<file path="src/rtl/calc_pkg.sv">
// Shared calculator package: sequencer state encodings used across the datapath blocks.
package calc_pkg;

    typedef enum logic [1:0] {
        IDLE = 2'd0,
        RUN  = 2'd1,
        DONE = 2'd2
    } mult_state_t;

endpackage

</file>
<file path="src/rtl/mult_shift_add_if.sv">
// Operand/product handshake bundle for the shift-and-add multiplier.
interface mult_shift_add_if #(
    parameter int unsigned width = 8
);
    logic               valid_i;
    logic               ready_o;
    logic [width-1:0]   a_i;
    logic [width-1:0]   b_i;
    logic               valid_o;
    logic               ready_i;
    logic [2*width-1:0] p_o;

    modport master (
        output valid_i, a_i, b_i, ready_i,
        input  ready_o, valid_o, p_o
    );

    modport slave (
        input  valid_i, a_i, b_i, ready_i,
        output ready_o, valid_o, p_o
    );
endinterface

</file>
<file path="src/rtl/full_adder_nbits.sv">
// Plain ripple-carry adder, no carry-in; carry-out exposed for the caller.
module full_adder_nbits #(
    parameter int unsigned width = 8
) (
    input  logic [width-1:0] a_i,
    input  logic [width-1:0] b_i,
    output logic [width-1:0] s_o,
    output logic             cout_o
);
    logic c;

    always_comb begin
        c   = 1'b0;
        s_o = '0;
        for (int i = 0; i < int'(width); i++) begin
            s_o[i] = a_i[i] ^ b_i[i] ^ c;
            c      = (a_i[i] & b_i[i]) | (c & (a_i[i] ^ b_i[i]));
        end
        cout_o = c;
    end
endmodule

</file>
<file path="src/rtl/mult_shift_add.sv">
// Sequential unsigned multiplier: one shared adder, width iterations of add-then-shift.
module mult_shift_add
    import calc_pkg::*;
#(
    parameter int unsigned width = 8
) (
    input logic               clk_i,
    input logic               rst_ni,
    mult_shift_add_if.slave   bus
);
    localparam int unsigned CntW = ($clog2(width) < 1) ? 1 : $clog2(width);
    localparam logic [CntW-1:0] CntLast = CntW'(width - 1);

    mult_state_t        state_q, state_d;
    logic [width-1:0]   mcand_q, mcand_d;
    logic [width-1:0]   hi_q, hi_d;
    logic [width-1:0]   lo_q, lo_d;
    logic [CntW-1:0]    cnt_q, cnt_d;
    logic [2*width-1:0] p_q, p_d;

    logic [width-1:0]   addend;
    logic [width-1:0]   sum;
    logic               carry;
    logic [2*width-1:0] shifted;

    assign addend = lo_q[0] ? mcand_q : '0;

    full_adder_nbits #(
        .width (width)
    ) u_adder (
        .a_i    (hi_q),
        .b_i    (addend),
        .s_o    (sum),
        .cout_o (carry)
    );

    // Carry becomes the new MSB, so the partial product never loses a bit.
    assign shifted = {carry, sum, lo_q[width-1:1]};

    always_comb begin
        state_d = state_q;
        mcand_d = mcand_q;
        hi_d    = hi_q;
        lo_d    = lo_q;
        cnt_d   = cnt_q;
        p_d     = p_q;
        unique case (state_q)
            IDLE: begin
                if (bus.valid_i) begin
                    state_d = RUN;
                    mcand_d = bus.a_i;
                    lo_d    = bus.b_i;
                    hi_d    = '0;
                    cnt_d   = '0;
                end
            end
            RUN: begin
                {hi_d, lo_d} = shifted;
                cnt_d        = cnt_q + CntW'(1);
                if (cnt_q == CntLast) begin
                    state_d = DONE;
                    p_d     = shifted;
                end
            end
            DONE: begin
                if (bus.ready_i) begin
                    state_d = IDLE;
                end
            end
            default: state_d = IDLE;
        endcase
    end

    always_ff @(posedge clk_i or negedge rst_ni) begin
        if (!rst_ni) begin
            state_q <= IDLE;
            mcand_q <= '0;
            hi_q    <= '0;
            lo_q    <= '0;
            cnt_q   <= '0;
            p_q     <= '0;
        end else begin
            state_q <= state_d;
            mcand_q <= mcand_d;
            hi_q    <= hi_d;
            lo_q    <= lo_d;
            cnt_q   <= cnt_d;
            p_q     <= p_d;
        end
    end

    // Product is held in its own register so it stays put until the next result lands.
    assign bus.ready_o = (state_q == IDLE);
    assign bus.valid_o = (state_q == DONE);
    assign bus.p_o     = p_q;
endmodule

</file>
<file path="src/flat_wrapper.sv">
// flat-port wrapper written by rule: the top's interface ports become plain ports
module mult_shift_add_flat import calc_pkg::*;
#(
    parameter int unsigned width = 8
)
  (clk_i, rst_ni, bus_valid_i, bus_a_i, bus_b_i, bus_ready_i, bus_ready_o, bus_valid_o, bus_p_o);
  mult_shift_add_if #(.width(width)) bus_i ();
  input logic clk_i;
  input logic rst_ni;
  input wire logic [$bits(bus_i.valid_i)-1:0] bus_valid_i;
  input wire logic [$bits(bus_i.a_i)-1:0] bus_a_i;
  input wire logic [$bits(bus_i.b_i)-1:0] bus_b_i;
  input wire logic [$bits(bus_i.ready_i)-1:0] bus_ready_i;
  output wire logic [$bits(bus_i.ready_o)-1:0] bus_ready_o;
  output wire logic [$bits(bus_i.valid_o)-1:0] bus_valid_o;
  output wire logic [$bits(bus_i.p_o)-1:0] bus_p_o;
  assign bus_i.valid_i = bus_valid_i;
  assign bus_i.a_i = bus_a_i;
  assign bus_i.b_i = bus_b_i;
  assign bus_i.ready_i = bus_ready_i;
  assign bus_ready_o = bus_i.ready_o;
  assign bus_valid_o = bus_i.valid_o;
  assign bus_p_o = bus_i.p_o;
  mult_shift_add #(.width(width)) u_core (.clk_i(clk_i), .rst_ni(rst_ni), .bus(bus_i));
endmodule
</file>
<file path="config.mk">
export PLATFORM = sky130hd
export DESIGN_NAME = mult_shift_add_flat
export DESIGN_NICKNAME = d
export VERILOG_FILES = /design/src/rtl/calc_pkg.sv /design/src/rtl/mult_shift_add_if.sv /design/src/rtl/full_adder_nbits.sv /design/src/rtl/mult_shift_add.sv /design/src/flat_wrapper.sv
export SDC_FILE = /design/constraint.sdc
export NUM_CORES = 1
export LEC_CHECK = 0
export ABC_AREA = 1
export CORE_ASPECT_RATIO = 0.6
export CORE_MARGIN = 4
export CORE_UTILIZATION = 45
export DETAILED_ROUTE_END_ITERATION = 10
export PLACE_DENSITY = 0.73
export SETUP_SLACK_MARGIN = 0.02
export SYNTH_ARGS = -nofsm -noshare
export SYNTH_HDL_FRONTEND = slang
export SYNTH_HIERARCHICAL = 1
export SYNTH_SLANG_ARGS = --single-unit
</file>
<file path="constraint.sdc">
create_clock -name clk_i -period 11.6 [get_ports clk_i]
set_clock_uncertainty 0.1 [all_clocks]
set_input_delay 1.74 -clock clk_i [delete_from_list [all_inputs] [get_ports clk_i]]
set_output_delay 1.74 -clock clk_i [all_outputs]
set_load 0.02 [all_outputs]
</file>
After elaboration in Yosys (flattened, before gate mapping)
Index checks and enable logic that the tools add are counted.
Widths: inputs -> output; s select.
- register bits after elaboration: 45
- input port bits: 20
- output and inout bits: 18
- add/sub/neg operators: 1
- equal/unequal tests: 6
- mux-type cells: 11
- bitwise gates (word level): 37
- reduce and logical (&&, ||, !) cells: 6
- operators by type and width (operator ; number):
    $pmux 8 s2 ; 2
    $mux 8 ; 3
    $and 1x1->1 ; 15
    $xor 1x1->1 ; 15
    $or 1x1->1 ; 7
    $mux 2 ; 3
    $pmux 2 s3 ; 1
    $pmux 3 s2 ; 1
    $reduce_and 2->1 ; 3
    $ne 2x2->1 const B ; 2
    $add 3x1->3 const B ; 1
    $eq 3x3->1 const B ; 1
    $mux 3 ; 1
    $reduce_and 3->1 ; 1
    $eq 2x1->1 const B ; 1
    $eq 2x2->1 const B ; 1
    $logic_not 2->1 ; 1
    $ne 2x1->1 const B ; 1
    $reduce_bool 2->1 ; 1

Longest topological paths before layout
- word-level depth: 17
- depth in mapped cells: 17

Modules after synthesis
Netlist, hierarchy kept.
- by module, submodules not included (module ; instances ; cells an instance ; area an instance (um^2) ; sequential area each (um^2)):
    mult_shift_add ; 1 ; 228 ; 2008.2 ; 1126.1
    full_adder_nbits ; 1 ; 18 ; 190.2 ; 0.0

Least setup slack after synthesis
Ideal clock, no wire load.
- path type: reg2reg
- start: register u_core.lo_q[0]
- end: register u_core.p_q[14] (netlist: u_core/bus.p_o[14])
- setup time: 83 ps
- arrival time: 3550 ps
- path slack: 7867 ps
- stages on the path, launching flop included: 18
- path buffers: 1
- period minus slack after synthesis: 3733 ps
- cell sequence: dfrtp_1 > clkbuf_1 > nand2_1 > inv_1 > ha_1 > inv_1 > fa_1 > inv_1 > fa_1 > fa_1 > fa_1 > fa_1 > fa_1 > inv_1 > fa_1 > inv_1 > inv_1 > o21ai_0
- cells in the longest elaborated chain, start to end: 15
- ends and longest elaborated chain (item ; RTL line ; RTL):
    start, declared ; mult_shift_add.sv:17 ; logic [width-1:0] lo_q, lo_d;
    start signal, assigned ; mult_shift_add.sv:86 ; lo_q <= lo_d;
    $mux 8 ; mult_shift_add.sv:26 ; assign addend = lo_q[0] ? mcand_q : '0;
    net u_core.addend[0] ; mult_shift_add.sv:21 ; logic [width-1:0] addend;
    $and 1x1->1 (2 in series) ; full_adder_nbits.sv:17 ; c = (a_i[i] & b_i[i]) | (c & (a_i[i] ^ b_i[i]));
    $or 1x1->1 ; full_adder_nbits.sv:17 ;
    $and 1x1->1 ; full_adder_nbits.sv:17 ;
    $or 1x1->1 ; full_adder_nbits.sv:17 ;
    $and 1x1->1 ; full_adder_nbits.sv:17 ;
    $or 1x1->1 ; full_adder_nbits.sv:17 ;
    $and 1x1->1 ; full_adder_nbits.sv:17 ;
    $or 1x1->1 ; full_adder_nbits.sv:17 ;
    $and 1x1->1 ; full_adder_nbits.sv:17 ;
    $or 1x1->1 ; full_adder_nbits.sv:17 ;
    $and 1x1->1 ; full_adder_nbits.sv:17 ;
    $or 1x1->1 ; full_adder_nbits.sv:17 ;
    $xor 1x1->1 ; full_adder_nbits.sv:16 ; s_o[i] = a_i[i] ^ b_i[i] ^ c;
    net u_core.sum[7] ; mult_shift_add.sv:22 ; logic [width-1:0] sum;
    end signal, assigned ; mult_shift_add.sv:88 ; p_q <= p_d;
    end, declared ; mult_shift_add.sv:19 ; logic [2*width-1:0] p_q, p_d;
The timed path passes the listed nets, and every way through them passes these cells.
A chain may end at the register's enable or synchronous reset.

Final worst setup path
Ends and elaborated chain as after synthesis.

==> results.ini <==
[worst_setup_path]
cp_max_fo=9
start_kind=flip-flop
worst_path_max_delay_cell=dfrtp_1
max_stage_delay_ps=470
cp.required_ps=11700
crit_family=adder cells
cp_num_buf_inv=6
rr_worst_depth=16
crit_chain=nand2_1 > inv_1 > ha_1 > inv_1 > fa_1 > inv_1 > fa_1 > fa_1 > fa_1 > fa_1 > fa_1 > inv_1 > fa_1 > inv_1 > inv_1 > o21ai_0
cp.arrival_ps=3990
cp_num_cells=16
criticalPathCategory=reg2reg
cpMostUsedCell=fa_1
critPathCaptureType=flip-flop

[global_route]
grt-ovfl-total=0
grt_pass1_wl_um=7334
grt_pass1_vias=1521
grt_max_degree=46
grtUsageTotal_pct=14.84
antenna_found_initial=0

[sta]
setup_tns_ps=0
max_freq_mhz=257.5
layout_setup_ws_ps=7716
hold_violations=0
fin_crit_sh_pct=33.48
drv_slew=0
max_slew_margin_pct=35.25
rsz0062_at_grt=false
setup_viol=0
whs_ps=385.4
tightest_slew_ps=971.3
period_minus_slack_ps=3884

[job]
drv_cap=0

[placement]
gp_congestion=0.7523
place_hpwl_um=3082
pre_cts_ws_ps=7708
portBuffers=37
place_area_sq_um=2542

[detailed_routing]
wl_per_cell_um=12.30
drt-initial-drc-count=68
dr.pass1.iters=4
ant_nets=0
wl_met1_um=2239
met2WireLength_um=1707
wl_met3_um=272
dr.max_layer_used=met3
drc=0
vias_per_cell=4.621
drt_wl_total_um=4218
vias=1585

[clocking]
cts_buffers=5
cts_buffer_depth=2
post-cts-setup-buffers=0
clock_sinks=45
worstSkewPairLatency_ps=290
cts-hold-fix-buffers=0
cts_max_level=2
ctsResizeCount=0
cts_tree=yes
cts_root_buffer=clkbuf_8
clk_pin_slew_ps=80

[final_layout]
area_delta_synth_final_pct=19.47
layout_commonest_cell=nand2_1
multi_input_comb_area_sq_um=832.0
fin_area_sq_um=2626
nets=309
nFillCells=431
seqCellArea_sq_um=1126
drive_gt1_share_pct=5.000
diodes=0
final_cell_mix=nand2_1, dfrtp_1, clkdlybuf4s50_1, inv_1, o21ai_0

[floorplan]
rows=19
die_h_um=62.14
core_sq_um=4636
io_pins=38
die_area_sq_um=6104
die_w_um=98.24
start_util_pct=47.42

[min_path]
whs_path_depth=2
hold_class=reg2reg

[yosys]
yosys_warnings=6
synth_simple_gate_area_share_pct=22.54
avgSynthCellArea_sq_um=8.936
synth_fp_nets=276
synth_fa_ha_area_share_pct=8.082
synth_top_family_by_area=simple AND/OR/NAND/NOR gates
synth_area_sq_um=2198
yosysUniqueCellTypes=20
synth-compound-area-share_pct=7.228
ys_ff_latch=45
yosysSeqAreaShare_pct=51.22
synthCells=246
synth_xor_area_share_pct=0
muxShareOfSynthArea_pct=0

[power_and_ir_drop]
total_power_uw=640.8
cellPowerDensity_nw_per_um2=244.0
leakage_nw=1.337
ir_drop_uv=102.2

[run_status]
status=complete, no violations

## synth_stat cells
cell | instances | area [sq um]
nand3_4 | 1 | 17.52
nand2_1 | 94 | 352.8
ha_1 | 3 | 37.54
clkbuf_1 | 1 | 3.750
inv_1 | 34 | 127.6
o21ai_4 | 1 | 16.27
buf_6 | 5 | 56.30
o21ai_1 | 5 | 25.02
nand2_4 | 1 | 11.26
dfrtp_1 | 45 | 1126
buf_4 | 2 | 15.01
fa_1 | 7 | 140.1
o31ai_2 | 1 | 12.51
nand3_1 | 18 | 90.09
inv_4 | 2 | 12.51
o21ai_0 | 21 | 105.1
buf_2 | 2 | 10.01
nor2_8 | 1 | 20.02
nor2_1 | 1 | 3.750
buf_8 | 1 | 15.01
## area by class of cell
class | count | share of cell area [%]
clock buffers | 7 | 2.906
clock inverters | 1 | 0.2859
flip-flops and latches | 45 | 42.88
repair buffers | 37 | 13.91
multi-input cells | 154 | 31.68
well taps | 63 | 3.001
inverters | 36 | 5.336
## flip-flops by register name (all words and copies together), names as in the netlist
name / count
u_core/state_q: 2
u_core/cnt_q: 3
u_core/bus.p_o: 16
u_core/lo_q: 8
u_core/mcand_q: 8
u_core/hi_q: 8
## stage by stage
stage          instances  util [%]
6_report             343     56.65
5_1_grt              343     56.65
4_1_cts              343     56.65
3_5_place_dp         335     54.84
3_3_place_gp         335     54.84
2_1_floorplan        246         -
## cell families after synthesis
kind of cell / count (synthesis)
AO/OA/AOI/OAI: 28
flip-flops: 45
buffers and inverters: 47
AND/OR/NAND/NOR: 116
adder cells (fa/ha/maj): 10
## final timing paths
| kind | start | end | slack (ps) |
|---|---|---|---|
| setup / recovery | u_core/lo_q[0] | u_core/bus.p_o[14] | 7720 |
| hold / removal | u_core/cnt_q[1] | u_core/cnt_q[1] | 390 |
| setup reg to reg | u_core/lo_q[0] | u_core/bus.p_o[14] | 7720 |
| hold reg to reg | u_core/cnt_q[1] | u_core/cnt_q[1] | 390 |
| max in group asynchronous | rst_ni | u_core/bus.p_o[1] | 9300 |
| min in group asynchronous | rst_ni | u_core/bus.p_o[11] | 1500 |
## layer usage
layer  vias to the layer above  GRT usage, %
met4                         0         2.555
met5                         -             0
met1                       723         23.20
met2                        45         20.76
met3                         0         4.027
li1                        817             -
## tightest hold or removal path, delay by kind of cell, from the launching register on
kind          cells  cell delay, ps
flops             1             350
simple gates      2             110
## power breakdown
| group | internal, mW | switching, mW | leakage, nW |
|---|---|---|---|
| Clock | 0.0426 | 0.0496 | 0.0385 |
| Sequential | 0.222 | 0.0559 | 0.578 |
| Combinational | 0.113 | 0.157 | 0.720 |
| Total | 0.378 | 0.262 | 1.34 |
Note: power is estimated with default switching activity, not from simulation.
